`src/rtl/text_console_ctrl.sv`:
```
// Console controller owning the text buffer write port: cursor tracking, control codes, full-screen clear.
// Optional build macro TEXT_CONSOLE_LINE_CLEAR_EN blanks each newly entered row (LINECLR state).
module text_console_ctrl #(
  parameter int COLS = 80,
  parameter int ROWS = 30
) (
  input  logic        clk,
  input  logic        reset,
  input  logic        char_valid,
  input  logic [7:0]  char_in,
  output logic        char_ready,
  input  logic        clear_req,
  output logic        buffer_write_enable,
  output logic [11:0] position,
  output logic [6:0]  char_code,
  output logic [6:0]  cursor_x,
  output logic [4:0]  cursor_y,
  output logic        busy
);

  localparam logic [11:0] COLS_W = 12'(COLS);
  localparam logic [11:0] LAST   = 12'(COLS * ROWS - 1);
  localparam logic [6:0]  XMAX   = 7'(COLS - 1);
  localparam logic [4:0]  YMAX   = 5'(ROWS - 1);
  localparam logic [6:0]  SPACE  = 7'h20;

`ifdef TEXT_CONSOLE_LINE_CLEAR_EN
  typedef enum logic [1:0] {IDLE, WRITE, CLEAR, LINECLR} state_t;
  logic line_pend_q, line_pend_d;
`else
  typedef enum logic [1:0] {IDLE, WRITE, CLEAR} state_t;
`endif

  state_t      state_q, state_d;
  logic [11:0] cnt_q, cnt_d;
  logic        we_d, busy_d;
  logic [11:0] pos_d;
  logic [6:0]  code_d, x_d;
  logic [4:0]  y_d, y_next;
  logic [11:0] row_base, cur_addr;

  assign row_base   = 12'(cursor_y) * COLS_W;
  assign cur_addr   = row_base + 12'(cursor_x);
  assign y_next     = (cursor_y == YMAX) ? '0 : cursor_y + 5'd1;
  assign char_ready = (state_q == IDLE) && !clear_req;

  always_comb begin
    state_d = state_q;
    cnt_d   = cnt_q;
    we_d    = 1'b0;
    pos_d   = position;
    code_d  = char_code;
    x_d     = cursor_x;
    y_d     = cursor_y;
    busy_d  = busy;
`ifdef TEXT_CONSOLE_LINE_CLEAR_EN
    line_pend_d = line_pend_q;
`endif
    case (state_q)
      IDLE: begin
        if (clear_req) begin
          state_d = CLEAR;
          cnt_d   = '0;
          busy_d  = 1'b1;
        end else if (char_valid) begin
          state_d = WRITE;
          if (char_in >= 8'h20 && char_in <= 8'h7E) begin
            we_d   = 1'b1;
            pos_d  = cur_addr;
            code_d = char_in[6:0];
            if (cursor_x == XMAX) begin
              x_d = '0;
              y_d = y_next;
`ifdef TEXT_CONSOLE_LINE_CLEAR_EN
              line_pend_d = 1'b1;
`endif
            end else begin
              x_d = cursor_x + 7'd1;
            end
          end else begin
            case (char_in)
              8'h0A: begin
                x_d = '0;
                y_d = y_next;
`ifdef TEXT_CONSOLE_LINE_CLEAR_EN
                line_pend_d = 1'b1;
`endif
              end
              8'h0D: x_d = '0;
              8'h08: begin
                if (cursor_x != '0) begin
                  x_d    = cursor_x - 7'd1;
                  we_d   = 1'b1;
                  pos_d  = cur_addr - 12'd1;
                  code_d = SPACE;
                end
              end
              8'h0C: begin
                state_d = CLEAR;
                cnt_d   = '0;
                busy_d  = 1'b1;
              end
              default: ;
            endcase
          end
        end
      end
      WRITE: begin
        state_d = IDLE;
`ifdef TEXT_CONSOLE_LINE_CLEAR_EN
        if (line_pend_q) begin
          state_d     = LINECLR;
          cnt_d       = '0;
          busy_d      = 1'b1;
          line_pend_d = 1'b0;
        end
`endif
      end
      CLEAR: begin
        we_d   = 1'b1;
        pos_d  = cnt_q;
        code_d = SPACE;
        if (cnt_q == LAST) begin
          state_d = IDLE;
          cnt_d   = '0;
          busy_d  = 1'b0;
          x_d     = '0;
          y_d     = '0;
        end else begin
          cnt_d = cnt_q + 12'd1;
        end
      end
`ifdef TEXT_CONSOLE_LINE_CLEAR_EN
      // cursor_y already points at the new row when LINECLR starts
      LINECLR: begin
        we_d   = 1'b1;
        pos_d  = row_base + cnt_q;
        code_d = SPACE;
        if (cnt_q == COLS_W - 12'd1) begin
          state_d = IDLE;
          cnt_d   = '0;
          busy_d  = 1'b0;
          x_d     = '0;
        end else begin
          cnt_d = cnt_q + 12'd1;
        end
      end
`endif
      default: ;
    endcase
  end

  always_ff @(posedge clk or negedge reset) begin
    if (!reset) begin
      state_q             <= CLEAR;
      cnt_q               <= '0;
      buffer_write_enable <= 1'b0;
      position            <= '0;
      char_code           <= '0;
      cursor_x            <= '0;
      cursor_y            <= '0;
      busy                <= 1'b1;
`ifdef TEXT_CONSOLE_LINE_CLEAR_EN
      line_pend_q         <= 1'b0;
`endif
    end else begin
      state_q             <= state_d;
      cnt_q               <= cnt_d;
      buffer_write_enable <= we_d;
      position            <= pos_d;
      char_code           <= code_d;
      cursor_x            <= x_d;
      cursor_y            <= y_d;
      busy                <= busy_d;
`ifdef TEXT_CONSOLE_LINE_CLEAR_EN
      line_pend_q         <= line_pend_d;
`endif
    end
  end

endmodule

```
`config.mk`:
```
export PLATFORM = sky130hd
export DESIGN_NAME = text_console_ctrl
export DESIGN_NICKNAME = d
export VERILOG_FILES = /design/src/rtl/text_console_ctrl.sv
export SDC_FILE = /design/constraint.sdc
export NUM_CORES = 1
export LEC_CHECK = 0
export BUFFER_PORTS_ARGS = -buffer_cell sky130_fd_sc_hd__buf_2
export CORE_AREA = 2 2 86 88
export DETAILED_ROUTE_END_ITERATION = 8
export DIE_AREA = 0 0 88 90
export GPL_TIMING_DRIVEN = 0
export PLACE_DENSITY = 0.79
export SYNTH_ARGS = -nofsm -noshare
export SYNTH_HDL_FRONTEND = slang
export SYNTH_SLANG_ARGS = --single-unit
```
`constraint.sdc`:
```
create_clock -name clk -period 2.9 [get_ports clk]
set_input_delay 0.29 -clock clk [delete_from_list [all_inputs] [get_ports clk]]
set_output_delay 0.29 -clock clk [all_outputs]
set_load 0.01 [all_outputs]
```
==> After elaboration in Yosys (flattened, before gate mapping) <==
Cells that the tools add are included.
{ "totals": {"register_bits": 47, "in_bits": 12, "out_inout_bits": 34, "elab_cells": 104} }
{ "op_classes": {"addsub": 6, "mul": 1, "n_lt_le_gt_ge": 2, "eq_ne": 21, "mux": 52, "n_reduce_logical": 14} }
{ "op_table": {"columns": ["cell", "count"], "rows": [
  ["$mux W12", 10],
  ["$mux W7", 11],
  ["$pmux W12 S2", 2],
  ["$pmux W7 S2", 3],
  ["$mux W5", 7],
  ["$eq A8 B4 Y1 const B", 4],
  ["$add A12 B1 Y12 const B", 1],
  ["$add A12 B7 Y12", 1],
  ["$eq A12 B12 Y1 const B", 1],
  ["$reduce_and A6 Y1", 2],
  ["$sub A12 B1 Y12 const B", 1],
  ["$mux W1", 10],
  ["$mux W2", 5],
  ["$pmux W5 S2", 1],
  ["$reduce_and A5 Y1", 2],
  ["$ne A3 B1 Y1 const B", 3],
  ["$ge A8 B6 Y1 const B", 1],
  ["$le A8 B7 Y1 const B", 1],
  ["$mul A5 B3 Y8 const B", 1],
  ["$add A7 B1 Y7 const B", 1],
  ["$eq A7 B7 Y1 const B", 1],
  ["$reduce_bool A7 Y1", 1],
  ["$sub A7 B1 Y7 const B", 1],
  ["$ne A2 B2 Y1 const B", 3],
  ["other kinds (18)", 22]
]} }

==> Longest topological paths before layout <==
{ "logic_depth": {"depth_word": 9, "mapped_depth": 9, "ltp_nobuf": 9} }

==> Worst setup path after synthesis <==
Ideal clock, no wire load.
{ "synth_path": {"path_type": "register to register", "startpoint": "reg cursor_y[1]", "endpoint": "reg position[11]", "setup_ns": 0.122, "arrival_time_ns": 2.878, "required_time_ns": 2.778, "slack_ns": -0.101, "stages_incl_launch_ff": 10, "n_path_buf": 0, "synth_period_minus_slack_ns": 3.001, "cell_sequence": "dfrtp_1 ha_1 ha_1 fa_1 nand2_1 a211o_1 o32a_1 or4_1 nand3_1 a21oi_1"} }
{ "synth_between": {"elab_chain_len": 9} }
{ "synth_lines": {"columns": ["element", "line", "source"], "rows": [
  ["start: declaration", "17", "output logic [4:0] cursor_y,"],
  ["start signal: assignment", "173", "cursor_y <= y_d;"],
  ["$mul A5 B3 Y8 (*)", "42", "assign row_base = 12'(cursor_y) * COLS_W;"],
  ["$add A12 B7 Y12 (*)", "43", "assign cur_addr = row_base + 12'(cursor_x);"],
  ["$sub A12 B1 Y12", "94", "pos_d = cur_addr - 12'd1;"],
  ["$mux W12", "91", "if (cursor_x != '0) begin"],
  ["$mux W12", "81", "case (char_in)"],
  ["$mux W12 (*)", "67", "if (char_in >= 8'h20 && char_in <= 8'h7E) begin"],
  ["$mux W12 (*)", "65", "end else if (char_valid) begin"],
  ["$mux W12 (*)", "61", "if (clear_req) begin"],
  ["$pmux W12 S2 (*)", "59", "case (state_q)"],
  ["end signal: assignment", "170", "position <= pos_d;"],
  ["end: declaration", "14", "output logic [11:0] position,"]
]} }
Every way passes the cells marked *; elsewhere a longest branch is shown, timed or not. The select of a mux whose other input is x is not followed.
A chain may end at the register's enable or synchronous reset.

==> Worst setup path in the final report <==
{ "layout_path": {"startpoint": "reg cursor_y[3]", "endpoint": "reg position[11]"} }
Same word-level chain as after synthesis.

==> results.md <==
- Outcome: finished, violations left
- Failing checks: negative setup slack
- Synth top cells by count: nand2_1 (52), dfrtp_1 (45), nor2_1 (34), o21ai_0 (30)
- Design area: approximately 4000 sq um
- Total GRT Usage: 21.68%
- Max Cap Viol: 0
- Power Density: slightly above 900 nW/um^2
- Register-to-Register Path Depth: 9
- Fin. Hold Viols: 0
- Worst path required time: 3.09 ns
- Area growth from synthesis to layout: 17.83%
- Final Critical Period: ~2.9 ns
- Post-synth EDFFs: 0
- Die Footprint: 7920 sq um
- Vias/cell: about 5.7
- Post-route clock skew: between 0.003 and 0.004 ns
- Max Slew Vio Count: 0
- Achievable Freq: about 0.34 GHz
- # diodes: 0
- Share of the synthesized area in the top cell type: ~33%
- Routing usage on met2: ~36%
- Initial antenna violation count: 0
- Largest area contributor in the netlist: dfrtp_1
- Top Ports: 46
- Fill cell count: about 640
- Routability Congestion: between 0.8 and 0.9
- Initial DRC count: about 160
- Max-slew headroom: between 20 and 30%
- # setup viols final: 1
- Routed Antenna Nets: 0
- Post-Synthesis Cells: between 300 and 400
- Least-Margin Pin Slew: roughly 1.1 ns
- Cell variety after synth: 63
- Die Span X: between 80 and 90 microns
- Yosys warns: 0
- CORE AREA: between 7000 and 8000 sq um
- GRT busiest layer: met2
- Sequential share of the synthesized area: between 30% and 40%
- Share of cells above drive strength 1: 24.32%
- Placed Area: about 3800 sq um
- Clock sinks: 47
- DRC errors left: 0
- Peak VDD IR: 0.5167 mV
- Post-synthesis register bit count: 47
- Detailed Routing Iterations Pass 1: 5
- Clk pin slew, worst setup/hold paths: about 0.090 ns
- Total number of H-tree levels: 2
- Final Cycle Share: 100.4%
- Critical Path AT: 3.11 ns
- Vias: about 3,100
- Mapped Area: about 3400 sq um
- First-pass GRT wire length: roughly 14,000 microns
- Site row count: 31
- Synth area leaders: dfrtp_1 (33%), ha_1 (6.6%), nand2_1 (5.7%)
- Fin cells: ~540
- Largest net degree at the start of global routing: 48
- Syn avg cell area: roughly 8.9 sq um
- Reg2reg start: cursor_y[3]$_DFFE_PN0P_
- CP endpoint: position[11]$_DFFE_PN0P_
- CTS max path bufs: 2
- Reg2Reg Setup Slack: -0.01 ns
- Critical Path Max Stage Delay: a little under 0.6 ns
- Worst hold path type: in2async
- Worst path slowest cell: fa_2
- Vias in the first global route: between 2,000 and 3,000
- Met1 Usage GRT: ~28%
- Most frequent cell after synthesis: nand2_1
- CP Launch Type: flip-flop
- Post-DR wirelength/cell: between 15 and 20 microns
- DP Cell Count: ~530
- Reg-to-Reg End: position[11]$_DFFE_PN0P_
- Clock latency on the worst-skew pair: about 0.30 ns
- Async S/R FF share, synth: between 90% and 100%
- CTS tree: yes
- CP max FO: 4
- Port bufs: 45
- Die Y: 90 microns
- Crit end category: flip-flop
- DP HPWL: 6188 microns
- Crit-path cells: ha_4 > ha_4 > fa_2 > nand2_4 > a211o_1 > o32a_1 > or4_4 > nand3_2 > a21oi_2
- Synth Flop Type: dfrtp_1
- Nets: 476
- Starting density of the core: a little under 50%
- Final setup margin: -0.01048 ns
- Worst Setup SP: cursor_y[3]$_DFFE_PN0P_
- Setup CP Type: reg2reg
- Post-Route WL: approximately 8600 microns
- Worst path most repeated cell: ha_4
- Leak: 0.001804 uW
- Cts bufs inserted: 5
- Syn nets: 415
- GR Overflow Total: 0
- Met3 Resource Use GR: under 10%
- Root Buffer: clkbuf_8
## report_power, final
group / total [uW] / leakage, uW / switching [uW] / internal, uW
registers: 1040 / 0.000601 / 167 / 873
logic: 2300 / 0.00116 / 1350 / 941
clock network: 398 / 0.0000440 / 232 / 166
total: 3730 / 0.00180 / 1750 / 1980
## metrics by stage
| stage | TNS, ns | hold slack (ns) | utilization [%] | power (uW) | setup WS (ns) |
|---|---|---|---|---|---|
| 6_report | -0.01048 | 0.1672 | 57.00 | 3735 | -0.01048 |
| 5_1_grt | -0.05519 | 0.2146 | 57.00 | 4010 | -0.05519 |
| 4_1_cts | 0 | 0.1993 | 55.53 | 3628 | 0.004730 |
| 3_5_place_dp | -0.1265 | 0.4579 | 53.66 | 3158 | -0.1265 |
| 3_3_place_gp | -0.1096 | 0.4517 | 53.66 | 3087 | -0.1096 |
| 2_1_floorplan | 0 | -0.005591 | - | 2547 | 0.02291 |
## layout by cell type (no fill, tap or decap), types with 5 or more instances in the layout
cell type,instances
nand4_1,6
nor3_1,10
buf_2,49
xor2_1,10
dfrtp_2,6
mux2i_1,10
a21oi_1,15
clkbuf_8,5
nor2_1,34
inv_1,15
nand3_1,17
o21ai_2,5
dfrtp_1,39
ha_1,14
and3_1,11
o31ai_1,9
nand2b_1,6
xnor2_1,10
nand2_1,51
buf_4,10
o21ai_0,30
## how the worst min path moves through the flow
stage                                  start                             to  slack, ns  cells past startpoint
floorplan                              reset  buffer_write_enable$_DFF_PN0_     -0.006                      0
global placement    char_code[2]$_DFFE_PN0P_       char_code[2]$_DFFE_PN0P_       0.45                      2
detailed placement  char_code[0]$_DFFE_PN0P_       char_code[0]$_DFFE_PN0P_       0.46                      2
CTS                                clear_req         state_q[0]$_DFFE_PN0P_       0.20                      2
global route                       clear_req         state_q[0]$_DFFE_PN0P_       0.21                      2
finish                                 reset        cursor_x[4]$_DFFE_PN0P_       0.17                      1
## worst max-delay path: cells and delay by family (launching register included)
family          cells  cell delay [ns]
compound gates      3             0.68
fa+ha+maj           3             1.00
flops               1             0.43
simple gates        3             0.68
## routing by layer
metal	part of all wire, %	wire (microns)
met4	2.0	170
met1	43	3658
met3	5.4	462
met2	50	4267
met5	0	0
## what timing repair did
action / 4_1_cts / 5_1_grt
pin swaps: 1 / 7
gates resized for setup: 3 / 13
gates cloned: 0 / 0
hold buffers: 0 / 0
setup buffers: 6 / 3
endpoints found under the setup margin: 1 / 2
## flip-flops by register name, indices dropped and copies added (netlist names)
signal               cells
cnt_q                   12
state_q                  2
position                12
cursor_x                 7
buffer_write_enable      1
cursor_y                 5
char_code                7
busy                     1
## layout make-up
cell class,count,area [sq um],share of cell area [%]
tap,99,123.9,3.096
timing repair buffer,54,292.8,7.317
buffer,12,72.57,1.814
sequential,47,1186,29.64
inverter,15,56.30,1.407
clock buffer,5,68.82,1.720
clock inverter,2,13.76,0.3440
multi-input combinational,309,2187,54.66
## cells by family after synthesis
group	synth area share (%)
fa+ha+maj	7.812
mux	3.279
simple gates	26.12
flops	34.71
buf+inv	3.795
xor+xnor	6.079
compound gates	18.20
No activity file was read; power rests on OpenSTA's default activity.
